[src/rtl/country_road_car_sensor.sv]
// Country-road vehicle sensor: synchronizes a loop detector, debounces presence and counts waiting cars.
// Define SENSOR_DEBOUNCE_EN to build the ARRIVING/LEAVING debounce filter; otherwise loop edges are taken directly.
module country_road_car_sensor #(
    parameter int DEBOUNCE_CYCLES = 4,
    parameter int PASS_CYCLES     = 3,
    parameter int CNT_W           = 4
) (
    input  logic             clk,
    input  logic             reset,
    input  logic             loop_raw,
    input  logic [1:0]       country,
    output logic             x,
    output logic [CNT_W-1:0] car_count,
    output logic             overflow
);

    typedef enum logic [1:0] {IDLE, ARRIVING, PRESENT, LEAVING} state_t;

    localparam logic [7:0]       DEB_LAST  = 8'(DEBOUNCE_CYCLES - 1);
    localparam logic [7:0]       PASS_LAST = 8'(PASS_CYCLES - 1);
    localparam logic [CNT_W-1:0] CNT_MAX   = '1;

    state_t     state, state_nxt;
    logic       sync1, loop_s;
    logic [7:0] dcnt, dcnt_nxt;
    logic [7:0] pcnt;
    logic       arrival, departure, green, occupied;

    always_ff @(posedge clk or negedge reset) begin
        if (!reset) begin
            sync1  <= 1'b0;
            loop_s <= 1'b0;
        end else begin
            sync1  <= loop_raw;
            loop_s <= sync1;
        end
    end

    always_ff @(posedge clk or negedge reset) begin
        if (!reset) begin
            state <= IDLE;
            dcnt  <= '0;
        end else begin
            state <= state_nxt;
            dcnt  <= dcnt_nxt;
        end
    end

    // Debounce states stay in the case even in the bypass build; they are simply unreachable there.
    always_comb begin
        state_nxt = state;
        dcnt_nxt  = dcnt;
        arrival   = 1'b0;
        case (state)
            IDLE: if (loop_s) begin
`ifdef SENSOR_DEBOUNCE_EN
                state_nxt = ARRIVING;
                dcnt_nxt  = '0;
`else
                state_nxt = PRESENT;
                arrival   = 1'b1;
`endif
            end
            ARRIVING: begin
                if (!loop_s) state_nxt = IDLE;
                else if (dcnt == DEB_LAST) begin
                    state_nxt = PRESENT;
                    arrival   = 1'b1;
                end else dcnt_nxt = dcnt + 8'd1;
            end
            PRESENT: if (!loop_s) begin
`ifdef SENSOR_DEBOUNCE_EN
                state_nxt = LEAVING;
                dcnt_nxt  = '0;
`else
                state_nxt = IDLE;
`endif
            end
            LEAVING: begin
                if (loop_s) state_nxt = PRESENT;
                else if (dcnt == DEB_LAST) state_nxt = IDLE;
                else dcnt_nxt = dcnt + 8'd1;
            end
            default: state_nxt = IDLE;
        endcase
    end

    assign green     = (country == 2'b10);
    assign occupied  = (car_count != '0);
    assign departure = green && occupied && (pcnt == PASS_LAST);

    always_ff @(posedge clk or negedge reset) begin
        if (!reset) begin
            pcnt      <= '0;
            car_count <= '0;
            x         <= 1'b0;
            overflow  <= 1'b0;
        end else begin
            if (departure || !(green && occupied)) pcnt <= '0;
            else pcnt <= pcnt + 8'd1;

            overflow <= 1'b0;
            case ({arrival, departure})
                2'b10: begin
                    if (car_count == CNT_MAX) overflow <= 1'b1;
                    else car_count <= car_count + CNT_W'(1);
                end
                2'b01:   car_count <= car_count - CNT_W'(1);
                default: car_count <= car_count;
            endcase

            x <= occupied;
        end
    end

endmodule

[config.mk]
export PLATFORM = sky130hd
export DESIGN_NAME = country_road_car_sensor
export DESIGN_NICKNAME = d
export VERILOG_FILES = /design/src/rtl/country_road_car_sensor.sv
export SDC_FILE = /design/constraint.sdc
export NUM_CORES = 1
export LEC_CHECK = 0
export CELL_PAD_IN_SITES_DETAIL_PLACEMENT = 0
export CELL_PAD_IN_SITES_GLOBAL_PLACEMENT = 1
export CORE_MARGIN = 4
export CORE_UTILIZATION = 40
export CTS_CLUSTER_DIAMETER = 150
export CTS_CLUSTER_SIZE = 30
export DETAILED_ROUTE_END_ITERATION = 16
export PLACE_DENSITY = 0.76
export SLEW_MARGIN = 0
export SYNTH_ARGS = -nofsm -noshare
export SYNTH_HDL_FRONTEND = slang
export SYNTH_SLANG_ARGS = --single-unit
export TNS_END_PERCENT = 20
[constraint.sdc]
create_clock -name clk -period 2.5 [get_ports clk]
set_input_delay 0.5 -clock clk [delete_from_list [all_inputs] [get_ports clk]]
set_output_delay 0.5 -clock clk [all_outputs]
set_load 0.01 [all_outputs]
# Word level (Yosys, flattened, before mapping)
# Index checks and enable logic that the tools add are counted.
# Widths: inputs -> output; s select.
dict set report word_totals {
  reg_bits 26
  input_bits 5
  out_inout_bits 6
  wordCells 59
}
dict set report classes {
  n_addsub 4
  n_eq_ne 16
  muxes 20
  reduce_logical 11
}
# op count
set op_table {}
lappend op_table {{$mux 8} 4}
lappend op_table {{$add 8x1->8 const B} 2}
lappend op_table {{$eq 8x2->1 const B} 2}
lappend op_table {{$pmux 8 s2} 1}
lappend op_table {{$mux 2} 6}
lappend op_table {{$ne 2x2->1 const B} 5}
lappend op_table {{$eq 2x2->1 const B} 4}
lappend op_table {{$pmux 2 s4} 1}
lappend op_table {{$pmux 4 s2} 1}
lappend op_table {{$ne 3x3->1 const B} 2}
lappend op_table {{$mux 1} 5}
lappend op_table {{$add 4x1->4 const B} 1}
lappend op_table {{$eq 2x1->1 const B} 2}
lappend op_table {{$eq 4x4->1 const B} 1}
lappend op_table {{$mux 4} 1}
lappend op_table {{$reduce_and 4->1} 1}
lappend op_table {{$reduce_bool 2->1} 2}
lappend op_table {{$reduce_bool 4->1} 1}
lappend op_table {{$sub 4x1->4 const B} 1}
lappend op_table {{$reduce_and 3->1} 1}
lappend op_table {{$logic_and 1x1->1} 2}
lappend op_table {{$logic_not 2->1} 1}
lappend op_table {{$pmux 1 s2} 1}
lappend op_table {{$reduce_and 2->1} 1}
lappend op_table {{other kinds (2)} 2}

# Longest topological paths before layout
dict set report depth {
  ltp_word 7
  ltp_mapped 10
  mapped_depth_nobuf 10
}

# Worst setup path before layout
# OpenSTA, ideal clock, no wires.
dict set report synth_path {
  kind {reg-to-reg}
  startpoint {reg car_count[1]}
  endpoint {reg car_count[1]}
  setup_time_ns 0.087
  arrival_ns 2.205
  required_ns 2.413
  path_slack_ns 0.208
  stages_incl_launch_ff 10
  path_buffers 2
  synth_period_minus_slack_ns 2.292
  path_cell_list {dfrtp_1 > buf_6 > or4_1 > buf_2 > nand4_4 > nor2_1 > xor2_1 > ha_1 > and4b_2 > a211oi_2}
}
dict set report synth_via {
  elab_chain_len 6
  word_cells_on_any_way 13
  cone_classes {add/sub: 2; eq/ne: 4; mux: 2; reduce/logical: 5}
}
# element line
set synth_rtl {}
lappend synth_rtl {{from (decl)} 13} ;# output logic [CNT_W-1:0] car_count,
lappend synth_rtl {{from (signal assigned)} 106} ;# else car_count <= car_count + CNT_W'(1);
lappend synth_rtl {{from (signal assigned)} 108} ;# 2'b01: car_count <= car_count - CNT_W'(1);
lappend synth_rtl {{from (signal assigned)} 109} ;# default: car_count <= car_count;
lappend synth_rtl {{$reduce_bool 4->1 (*)} 89} ;# assign occupied = (car_count != '0);
lappend synth_rtl {{named net occupied} 27} ;# logic arrival, departure, green, occupied;
lappend synth_rtl {{$logic_and 1x1->1 (*) (2 in series)} 90} ;# assign departure = green && occupied && (pcnt == PASS_LAST);
lappend synth_rtl {{$eq 2x2->1 or $eq 2x1->1 (tied branches)} 103} ;# case ({arrival, departure})
lappend synth_rtl {{$ne 2x2->1 (no line) or $reduce_bool 2->1 (tied branches)} -}
lappend synth_rtl {{$reduce_and 2->1 (no line)} -}
# The timed path passes the listed nets; every way through them passes the cells marked *. The select of a mux whose other input is x is not followed.
# A chain may end at the register's enable or synchronous reset.

# Worst setup path after layout
dict set report layout_path {
  startpoint {reg car_count[3]}
  endpoint {reg car_count[1]}
}
dict set report layout_via {
  elab_chain_len 6
  word_cells_on_any_way 10
  cone_classes {eq/ne: 4; mux: 1; reduce/logical: 5}
}
# element line
set layout_rtl {}
lappend layout_rtl {{$reduce_bool 4->1} 89}
lappend layout_rtl {{$logic_and 1x1->1 (2 in series)} 90}
lappend layout_rtl {{$eq 2x2->1 or $eq 2x1->1 (tied branches)} 103}
lappend layout_rtl {{$ne 2x2->1 (no line) or $reduce_bool 2->1 (tied branches)} -}
lappend layout_rtl {{$reduce_and 2->1 (no line)} -}
# Several ways; a longest one is shown, not always the timed one.

==> results.yml <==
run_status:
  status: "completed"
synth:
  yosys-top-cells-area: "dfrtp_1 50%, xnor2_1 8.2%, ha_1 5.9%"
  synth-seq-cells: 17
  yosysTopAreaCell: "dfrtp_1"
  yosys.area.top_type_share_pct: 50.0
  syn_area_um2: 851
  ys_types: 25
  synth-edff-count: 0
  synthMostInstantiatedCell: "dfrtp_1"
  ys_async_sr_fraction_pct: 100
  synth_seq_area_share_pct: 50.0
  netlist_instances: 77
  avgSynthCellArea_um2: 11.0
  synthFlopType: "dfrtp_1"
  synth_commonest_cells: "17 x dfrtp_1, 11 x nor2_1, 8 x xnor2_1"
  yosysWarnings: 0
  synth_nets: 86
timing:
  tns_ns: 0
  rsz0062_at_grt: "no"
  hold_viol_final: 0
  setup_violations: 0
  fin_crit_ns: 2.13
  maxSlewViolCount: 0
  slew_headroom_pct: 50.3
  worstMarginPinSlew_ns: 0.743
  clock.fmax_mhz: 469
  skew_ns: 0.00242
  holdWs_ns: 0.360
  finalCritPeriodShare_pct: 85.4
layout:
  multi_input_area_um2: 394
  num_antenna_cells: 0
  drive_gt1_share_pct: 15.2
  fill_cells: 184
  seqCellArea_um2: 425
  synthToLayoutAreaGrowth_pct: 20.0
  nets: 102
clocking:
  cts_max_path_buffers: 2
  cts_resized: 0
  cts.sinks: 17
  cts_tree: "yes"
  clockRootBuffer: "clkbuf_4"
  post_cts_buffers: 0
  clk_latency_ns: 0.29
  numCtsBuffers: 3
  htree_levels: 1
  cts.reportedPaths.clkPinSlew_ns: 0.09
  holdBufCountCts: 0
route:
  avgRoutedWirePerCell_um: 11.7
  met1_length_um: 647
  wl_met2_um: 667
  first_pass_iters: 3
  top_layer: "met4"
  drt-vias-per-instance: 5.01
  drcViolationCount: 0
  vias: 596
  wl_met3_um: 53
  totalWireLength_um: 1400
  drtIter0Drc: 4
  ant_nets: 0
critical_path:
  cp_slowest_cell: "or4_1"
  crit_chain: "or4_1 > nand4_4 > nor2_1 > xor2_1 > ha_1 > and4b_2 > a211oi_2"
  worst-path-max-fanout: 5
  crit_path_end_kind: "flip-flop"
  crit_start: "car_count[3]"
  critPathKind: "flip-flop to flip-flop"
  crit_arrival_ns: 2.35
  crit_path_max_incr_delay_ns: 0.60
  crit_required_ns: 2.71
  startpoint_type: "flip-flop"
  reg2reg_from: "car_count[3]"
die:
  fp.dieH_um: 54.1
  fp.coreArea_um2: 1980
  io_pins: 11
  initial_core_util_pct: 42.9
  die_area_um2: 2930
  die_w_um: 54.1
  rows: 16
job:
  drv_cap: 0
place:
  hpwl_um: 1070
  gp_routability_congestion: 0.805
  numPortBuffers: 10
grt:
  grt_overflow_total: 0
  grt_pass1_wl_um: 2570
  track_usage_pct: 12.8
  grt_pass1_vias: 614
  grt_max_degree: 18
  grt_antenna_before_repair: 0
worst_hold_path:
  hp-start: "sync1"
  min_path_type: "flip-flop to flip-flop"
pwr:
  power_density_nw_per_um2: 858
  p_leak_nw: 0.443
  report.power.total_mw: 0.876
  ir_drop_uv: 396
## report_power, final
group | internal [mW] | leakage [nW] | switching, mW | total (mW)
Clock | 0.0621 | 0.0150 | 0.0832 | 0.145
Sequential | 0.329 | 0.217 | 0.0420 | 0.371
Combinational | 0.193 | 0.210 | 0.167 | 0.360
## registers in the layout, indices dropped and copies added (netlist names)
register and count:
pcnt 8, car_count 4, loop_s 1, overflow 1, state 1, sync1 1, x 1
## worst max-delay path: cells and delay by family, from the launching register on
family / cells / cell delay (ns)
AO/OA/AOI/OAI: 1 / 0.18
XOR/XNOR: 1 / 0.15
adder cells (fa/ha/maj): 1 / 0.29
flip-flops: 1 / 0.43
AND/OR/NAND/NOR: 4 / 1.00
## layer usage
| metal | up-vias | global-route usage [%] |
|---|---|---|
| li1 | 295 | - |
| met1 | 289 | 15.1 |
| met2 | 8 | 19.9 |
| met3 | 4 | 3.32 |
| met4 | 0 | 9.13 |
| met5 | - | 0 |
## kinds of logic (layout without fill, tap and decap cells)
kind of cell | Yosys count | count (layout) | share of synthesized area [%]
fa+ha+maj | 4 | 4 | 5.88
xor+xnor | 10 | 10 | 10.3
compound gates | 5 | 5 | 5.29
mux | 2 | 2 | 2.35
simple gates | 33 | 33 | 22.5
flops | 17 | 17 | 50.0
buf+inv | 6 | 21 | 3.68
## stage by stage
stage,setup slack [ns],instance area [um2],cells,util (%)
after global placement,0.136,995,115,50.2
after detailed placement,0.0896,995,115,50.2
after floorplan,0.208,851,77,-
after global routing,0.255,1020,119,51.5
final,0.366,1020,119,51.5
after CTS,0.349,1020,119,51.5
## area by class of cell
class / count / share of cell area [%]
Sequential cell: 17 / 41.7
Multi-Input combinational cell: 54 / 38.6
Timing Repair Buffer: 14 / 12.7
Tap cell: 27 / 3.31
Clock buffer: 4 / 2.57
Inverter: 3 / 1.10
## worst paths after layout
| path | endpoint | slack, ns | cells past startpoint |
|---|---|---|---|
| setup / recovery | car_count[1] | 0.37 | 7 |
| hold / removal | loop_s | 0.36 | 0 |
| setup reg to reg | car_count[1] | 0.37 | 7 |
| hold reg to reg | loop_s | 0.36 | 0 |
| max in group asynchronous | pcnt[7] | 1.39 | 1 |
| min in group asynchronous | car_count[1] | 0.64 | 1 |
## placed cells by master (no fill, tap or decap), types with 2 or more instances in the layout
| cell type | synthesis | layout |
|---|---|---|
| nor3_1 | 5 | 5 |
| ha_1 | 4 | 4 |
| nand3_1 | 3 | 3 |
| clkdlybuf4s50_1 | 0 | 10 |
| buf_4 | 0 | 4 |
| clkbuf_4 | 0 | 3 |
| mux2i_1 | 2 | 2 |
| inv_1 | 3 | 3 |
| dfrtp_1 | 17 | 17 |
| xnor2_1 | 8 | 8 |
| nand2_1 | 4 | 4 |
| and3_2 | 2 | 2 |
| nor2_1 | 11 | 11 |
| xor2_1 | 2 | 2 |
| a211oi_2 | 2 | 2 |
| and3_1 | 2 | 2 |
(Power assumes the default switching activity.)
